File: config.mk
export PLATFORM = sky130hd
export DESIGN_NAME = player_shot_ctrl_flat
export DESIGN_NICKNAME = d
export VERILOG_FILES = /design/src/rtl/player_shot_ctrl_if.sv /design/src/rtl/player_shot_ctrl.sv /design/src/flat_wrapper.sv
export SDC_FILE = /design/constraint.sdc
export NUM_CORES = 1
export LEC_CHECK = 0
export BUFFER_PORTS_ARGS = -buffer_cell sky130_fd_sc_hd__buf_2
export CORE_AREA = 2 2 53 93
export CTS_BUF_LIST = sky130_fd_sc_hd__clkbuf_4 sky130_fd_sc_hd__clkbuf_8 sky130_fd_sc_hd__clkbuf_16
export DETAILED_ROUTE_END_ITERATION = 12
export DIE_AREA = 0 0 55 95
export GPL_TIMING_DRIVEN = 0
export PLACE_DENSITY_LB_ADDON = 0.08
export SETUP_SLACK_MARGIN = 0.02
export SYNTH_ARGS = -nofsm -noshare
export SYNTH_HDL_FRONTEND = slang
export SYNTH_SLANG_ARGS = --single-unit
export TNS_END_PERCENT = 20
File: constraint.sdc
create_clock -name clk -period 2.7 [get_ports clk]
set_input_delay 0.405 -clock clk [delete_from_list [all_inputs] [get_ports clk]]
set_output_delay 0.405 -clock clk [all_outputs]
set_load 0.005 [all_outputs]
File: src/rtl/player_shot_ctrl_if.sv
// Purpose: groups the player shot controller's request inputs and shot status outputs.
// Latency: none; this is plain wiring.
// Backpressure: none; frame and hit are single-cycle pulses and fire is a level.
interface player_shot_ctrl_if;
    logic       frame;
    logic       fire;
    logic [9:0] player_x;
    logic [9:0] player_y;
    logic       hit;
    logic       shot_active;
    logic [9:0] shot_x;
    logic [9:0] shot_y;
    logic       shot_done;
    logic       shot_hit;
    logic       ready;

    // Upstream/downstream environment side: drives requests and observes the shot.
    modport master (
        output frame, fire, player_x, player_y, hit,
        input  shot_active, shot_x, shot_y, shot_done, shot_hit, ready
    );

    // Controller side.
    modport slave (
        input  frame, fire, player_x, player_y, hit,
        output shot_active, shot_x, shot_y, shot_done, shot_hit, ready
    );
endinterface

File: src/rtl/player_shot_ctrl.sv
// Purpose: sequences the single player laser shot (launch, per-frame climb, hit/miss retire, cooldown).
// Latency: launch and retire are visible 1 cycle after the sampling frame/hit; all outputs are registered.
// Backpressure: none; fire is latched in IDLE until the next frame, and requests outside IDLE are dropped.
// Define PLAYER_SHOT_EDGE_EN to make fire edge-qualified (one shot per press).
module player_shot_ctrl #(
    parameter int          SHOT_STEP       = 4,
    parameter int          SHOT_TOP        = 8,
    parameter int          SHOT_OFFSET_X   = 6,
    parameter int          SHOT_H          = 4,
    parameter logic [7:0]  COOLDOWN_FRAMES = 8'd8
) (
    input  logic                 clk,
    input  logic                 arst,
    player_shot_ctrl_if.slave    bus
);

    localparam logic [9:0] STEP_C   = 10'(SHOT_STEP);
    localparam logic [9:0] OFFS_X_C = 10'(SHOT_OFFSET_X);
    localparam logic [9:0] SHOT_H_C = 10'(SHOT_H);
    // A shot below this row cannot take another full step without crossing the top.
    localparam logic [9:0] MISS_LIM = 10'(SHOT_TOP + SHOT_STEP);

    typedef enum logic [1:0] {
        IDLE     = 2'd0,
        ACTIVE   = 2'd1,
        COOLDOWN = 2'd2
    } state_t;

    state_t     state_q;
    logic [9:0] shot_x_q;
    logic [9:0] shot_y_q;
    logic       shot_active_q;
    logic       shot_done_q;
    logic       shot_hit_q;
    logic       ready_q;
    logic [7:0] cd_q;
    logic [7:0] cd_d;
    logic       fire_pend_q;
    logic       fire_ok;
    logic       launch;

`ifdef PLAYER_SHOT_EDGE_EN
    logic armed_q;

    // A press only counts once fire has been seen low since the last launch.
    assign fire_ok = bus.fire & armed_q;

    // Re-arm whenever the button is released; disarm on launch so a held button fires once.
    always_ff @(posedge clk or negedge arst) begin
        if (!arst) begin
            armed_q <= 1'b0;
        end else if (launch) begin
            armed_q <= 1'b0;
        end else if (!bus.fire) begin
            armed_q <= 1'b1;
        end
    end
`else
    // Level mode: a held button autofires once per cooldown period.
    assign fire_ok = bus.fire;
`endif

    assign launch = (state_q == IDLE) && bus.frame && (fire_pend_q || fire_ok);
    assign cd_d   = cd_q - 8'd1;

    // Shot FSM: launch on frame, climb per frame, retire on hit or top-out, then count down the cooldown.
    always_ff @(posedge clk or negedge arst) begin
        if (!arst) begin
            state_q       <= IDLE;
            shot_x_q      <= 10'd0;
            shot_y_q      <= 10'd0;
            shot_active_q <= 1'b0;
            shot_done_q   <= 1'b0;
            shot_hit_q    <= 1'b0;
            ready_q       <= 1'b1;
            cd_q          <= 8'd0;
            fire_pend_q   <= 1'b0;
        end else begin
            shot_done_q <= 1'b0;
            case (state_q)
                IDLE: begin
                    if (bus.frame) begin
                        // The pending request is consumed by this frame whether or not it launches.
                        fire_pend_q <= 1'b0;
                        if (launch) begin
                            shot_x_q      <= bus.player_x + OFFS_X_C;
                            shot_y_q      <= bus.player_y - SHOT_H_C;
                            shot_active_q <= 1'b1;
                            ready_q       <= 1'b0;
                            state_q       <= ACTIVE;
                        end
                    end else if (fire_ok) begin
                        fire_pend_q <= 1'b1;
                    end
                end

                ACTIVE: begin
                    fire_pend_q <= 1'b0;
                    // A hit outranks a coincident frame: the shot retires where it was struck.
                    if (bus.hit || (bus.frame && (shot_y_q < MISS_LIM))) begin
                        shot_active_q <= 1'b0;
                        shot_done_q   <= 1'b1;
                        shot_hit_q    <= bus.hit;
                        cd_q          <= COOLDOWN_FRAMES;
                        if (COOLDOWN_FRAMES == 8'd0) begin
                            ready_q <= 1'b1;
                            state_q <= IDLE;
                        end else begin
                            state_q <= COOLDOWN;
                        end
                    end else if (bus.frame) begin
                        shot_y_q <= shot_y_q - STEP_C;
                    end
                end

                COOLDOWN: begin
                    fire_pend_q <= 1'b0;
                    if (bus.frame) begin
                        cd_q <= cd_d;
                        if (cd_d == 8'd0) begin
                            ready_q <= 1'b1;
                            state_q <= IDLE;
                        end
                    end
                end

                default: begin
                    state_q <= IDLE;
                end
            endcase
        end
    end

    assign bus.shot_active = shot_active_q;
    assign bus.shot_x      = shot_x_q;
    assign bus.shot_y      = shot_y_q;
    assign bus.shot_done   = shot_done_q;
    assign bus.shot_hit    = shot_hit_q;
    assign bus.ready       = ready_q;

endmodule
File: src/flat_wrapper.sv
// flat-port wrapper written by rule: the top's interface ports become plain ports
module player_shot_ctrl_flat 
#(
    parameter int          SHOT_STEP       = 4,
    parameter int          SHOT_TOP        = 8,
    parameter int          SHOT_OFFSET_X   = 6,
    parameter int          SHOT_H          = 4,
    parameter logic [7:0]  COOLDOWN_FRAMES = 8'd8
)
  (clk, arst, bus_frame, bus_fire, bus_player_x, bus_player_y, bus_hit, bus_shot_active, bus_shot_x, bus_shot_y, bus_shot_done, bus_shot_hit, bus_ready);
  player_shot_ctrl_if bus_i ();
  input  logic clk;
  input  logic arst;
  input wire logic [$bits(bus_i.frame)-1:0] bus_frame;
  input wire logic [$bits(bus_i.fire)-1:0] bus_fire;
  input wire logic [$bits(bus_i.player_x)-1:0] bus_player_x;
  input wire logic [$bits(bus_i.player_y)-1:0] bus_player_y;
  input wire logic [$bits(bus_i.hit)-1:0] bus_hit;
  output wire logic [$bits(bus_i.shot_active)-1:0] bus_shot_active;
  output wire logic [$bits(bus_i.shot_x)-1:0] bus_shot_x;
  output wire logic [$bits(bus_i.shot_y)-1:0] bus_shot_y;
  output wire logic [$bits(bus_i.shot_done)-1:0] bus_shot_done;
  output wire logic [$bits(bus_i.shot_hit)-1:0] bus_shot_hit;
  output wire logic [$bits(bus_i.ready)-1:0] bus_ready;
  assign bus_i.frame = bus_frame;
  assign bus_i.fire = bus_fire;
  assign bus_i.player_x = bus_player_x;
  assign bus_i.player_y = bus_player_y;
  assign bus_i.hit = bus_hit;
  assign bus_shot_active = bus_i.shot_active;
  assign bus_shot_x = bus_i.shot_x;
  assign bus_shot_y = bus_i.shot_y;
  assign bus_shot_done = bus_i.shot_done;
  assign bus_shot_hit = bus_i.shot_hit;
  assign bus_ready = bus_i.ready;
  player_shot_ctrl #(.SHOT_STEP(SHOT_STEP), .SHOT_TOP(SHOT_TOP), .SHOT_OFFSET_X(SHOT_OFFSET_X), .SHOT_H(SHOT_H), .COOLDOWN_FRAMES(COOLDOWN_FRAMES)) u_core (.clk(clk), .arst(arst), .bus(bus_i));
endmodule
==> results_dict.tcl <==
set metrics [dict create \
    ff2ff_setup_slack_ns 0.14 \
    design.die.area_um2 5225 \
    cts_max_level 2 \
    num_rows 33 \
    async_reset_ff_share_pct 100.0 \
    grt.met3_usage_pct 3.481 \
    antenna_found_initial 0 \
    postSynthAreaPerCell_um2 9.164 \
    criticalPathCategory "flip-flop to flip-flop" \
    max_freq_mhz 391.4 \
    drtIter0Drc 34 \
    insertedDiodeCount 0 \
    cts.sinks 35 \
    r2r_start "u_core.state_q[1]$_DFFE_PN0P_" \
    grt-busiest-layer "met2" \
    wirelength_um 5195 \
    utilization_pct 54.82 \
    rsz0062_at_grt "yes" \
    synth.yosys.seq_area_share_pct 41.98 \
    hpwl_um 3892 \
    place_congestion 0.7676 \
    postCtsHoldBufs 0 \
    fin_crit_sh_pct 94.63 \
    end_kind "flip-flop" \
    drc 0 \
    syn2layout_area_growth_pct 19.16 \
    p_leak_uw 0.001115 \
    synthesis.nets 260 \
    die_h_um 95 \
    viasPerCell 5.680 \
    cap_viol_max_count 0 \
    drive_above_1_share_pct 25.18 \
    worstPathArrival_ns 2.74 \
    worst-path-max-fanout 10 \
    max_stage_delay_ns 0.40 \
    setup_tns_ns 0 \
    setup_viol 0 \
    synth.distinct_cells 47 \
    core_um2 4542 \
    wl_per_cell_um 15.55 \
    start_util_pct 46.01 \
    synthCells 228 \
    synth.top_cells.by_area "dfrtp_1 (41%), o21ai_0 (4.6%), ha_1 (4.2%)" \
    synth_ff_type "dfrtp_1" \
    fin_crit_ns 2.555 \
    setup_ws_ns 0.1449 \
    grt_pass1_wl_um 8362 \
    dr.pass1.iters 4 \
    status "finished, final reports clean" \
    dieWidth_um 55 \
    portBuffers 47 \
    met2_usage_pct 40.48 \
    yosysWarnings 0 \
    ir_drop_v 0.0005400 \
    p_per_area_nw_per_um2 1013 \
    finalHoldViolCount 0 \
    synth_top_area_share_pct 40.72 \
    nets 314 \
    cts_max_path_buffers 2 \
    place_ws_ns -0.3588 \
    cts_made_buffers 5 \
    grt_overflow_total 0 \
    netlist_area_um2 2090 \
    io-pin-count 49 \
    worstPathCellList "inv_1 > ha_1 > buf_4 > buf_4 > mux2i_1 > ha_2 > o21ai_2 > or3_1 > nor3b_1 > nor4_1" \
    vias 1897 \
    grt_util_met1_pct 24.20 \
    yosysTopAreaCell "dfrtp_1" \
    crit_top_cell "buf_4" \
    r2r-end "u_core.bus.shot_y[8]$_DFFE_PN0P_" \
    cts_tree "yes" \
    cts.root.buffer_cell "clkbuf_8" \
    reg2reg_depth 10 \
    crit_required_ns 2.88 \
    ant_nets 0 \
    startpoint_type "flip-flop" \
    grt_max_degree 36 \
    synth_seq_cells 35 \
    synth_edf_count 0 \
    slew_violations 0 \
    first_global_vias 1817 \
    clk_latency_ns 0.29 \
    clk_pin_slew_worst_paths_ns 0.07 \
    tightest_slew_ns 0.8000 \
    maxSlewHeadroom_pct 46.67 \
    hold_class "input pin to asynchronous set/reset pin" \
    crit_slowest_cell "dfrtp_1" \
    grtUsageTotal_pct 22.17 \
    postCtsSetupBuffers 0 \
    finClkSkew_ns 0.005365 \
]
layout make-up:
cell class | count | area (µm²)
Inverter | 12 | 45.04
Clock inverter | 1 | 5.005
Tap cell | 52 | 65.06
Clock buffer | 6 | 82.58
Multi-Input combinational cell | 173 | 1141
Sequential cell | 35 | 877.1
Fill cell | 458 | 2052
Buffer | 8 | 38.79
Timing Repair Buffer | 47 | 235.2
sequential cells by signal, indices dropped and copies added (netlist names):
name,count
u_core.bus.shot_active,1
u_core.state_q,2
u_core.bus.shot_x,10
u_core.cd_q,8
u_core.fire_pend_q,1
u_core.bus.shot_done,1
u_core.bus.ready,1
u_core.bus.shot_y,10
u_core.bus.shot_hit,1
per-layer routing:
layer  up-vias  routed length (µm)
met1       906                1925
met3         9                 181
met4         0                 121
met5         -                   0
li1        932                   -
met2        50                2967
critical path, delay by kind of cell, from the launching register on:
family                   cells  cell delay, ns
buffers and inverters        3            0.52
AO/OA/AOI/OAI                1            0.11
AND/OR/NAND/NOR              3            0.72
adder cells (fa/ha/maj)      2            0.49
flip-flops                   1            0.40
multiplexers                 1            0.21
synthesized netlist by cell type (3+ instances only):
cell / n
nor3b_1: 3
dfrtp_1: 34
a21oi_1: 8
nand3_1: 7
mux2i_1: 5
clkbuf_1: 5
xnor2_1: 3
o22ai_1: 3
o32ai_1: 3
ha_1: 7
o2111ai_1: 3
a211oi_1: 3
inv_1: 12
nand2_1: 22
nor3_1: 12
nor4_1: 5
o21ai_0: 19
xor2_1: 10
mux2_2: 3
nand2b_1: 5
nor2_1: 17
a31oi_1: 6
where the power goes:
group / internal (µW) / switching (µW) / total (µW)
sequential: 752 / 230 / 981
clock: 200 / 188 / 389
combinational: 519 / 632 / 1150
total: 1470 / 1050 / 2520
worst max path at each step:
stage / start / cells past startpoint / endpoint / slack, ns
3_5_place_dp: u_core.state_q[1]$_DFFE_PN0P_ / 10 / u_core.bus.shot_y[8]$_DFFE_PN0P_ / -0.36
5_1_grt: u_core.state_q[1]$_DFFE_PN0P_ / 8 / u_core.bus.shot_y[6]$_DFFE_PN0P_ / -0.006
2_1_floorplan: u_core.state_q[1]$_DFFE_PN0P_ / 10 / u_core.bus.shot_y[8]$_DFFE_PN0P_ / 0.17
3_3_place_gp: u_core.state_q[1]$_DFFE_PN0P_ / 10 / u_core.bus.shot_y[8]$_DFFE_PN0P_ / -0.34
6_report: u_core.state_q[1]$_DFFE_PN0P_ / 10 / u_core.bus.shot_y[8]$_DFFE_PN0P_ / 0.14
4_1_cts: u_core.state_q[1]$_DFFE_PN0P_ / 10 / u_core.bus.shot_y[8]$_DFFE_PN0P_ / 0.04
cells by family after synthesis:
kind of cell | after synthesis | share of synthesized area, %
compound gates | 61 | 20.24
fa+ha+maj | 7 | 4.191
mux | 8 | 4.012
simple gates | 84 | 20.42
xor+xnor | 13 | 5.449
buf+inv | 20 | 3.712
flops | 35 | 41.98
timing repair:
action                     4_1_cts  5_1_grt
gates resized for setup          4        2
pin swaps                        0        0
setup endpoints to repair        2        2
cloned                           0        0
placed cells by master, fill, tap and decap left out, types with 3 or more instances in the layout:
cell | netlist | final
nor3_1 | 12 | 12
o21ai_0 | 19 | 18
nor2_1 | 17 | 17
mux2_2 | 3 | 3
nand2b_1 | 5 | 5
a31oi_1 | 6 | 6
ha_1 | 7 | 6
o32ai_1 | 3 | 3
inv_1 | 12 | 12
nor4_1 | 5 | 5
dfrtp_1 | 34 | 34
clkbuf_8 | 0 | 6
clkbuf_1 | 5 | 5
nand2_1 | 22 | 22
o2111ai_1 | 3 | 3
a21oi_1 | 8 | 8
nand3_1 | 7 | 7
buf_2 | 2 | 48
mux2i_1 | 5 | 5
a211oi_1 | 3 | 3
xor2_1 | 10 | 10
nor3b_1 | 3 | 3
xnor2_1 | 3 | 3
o22ai_1 | 3 | 3
through the flow:
stage                     power (µW)  std cells  hold slack, ns  instance area, µm²
after CTS                       2527        334          0.2297                2484
final                           2521        334          0.2038                2490
after global placement          2105        327          0.4563                2390
after floorplan                 1709        228          0.1094                2090
after detailed placement        2128        327          0.4656                2390
after global routing            2737        334          0.2740                2490
Power figures use the tool's default switching activity.
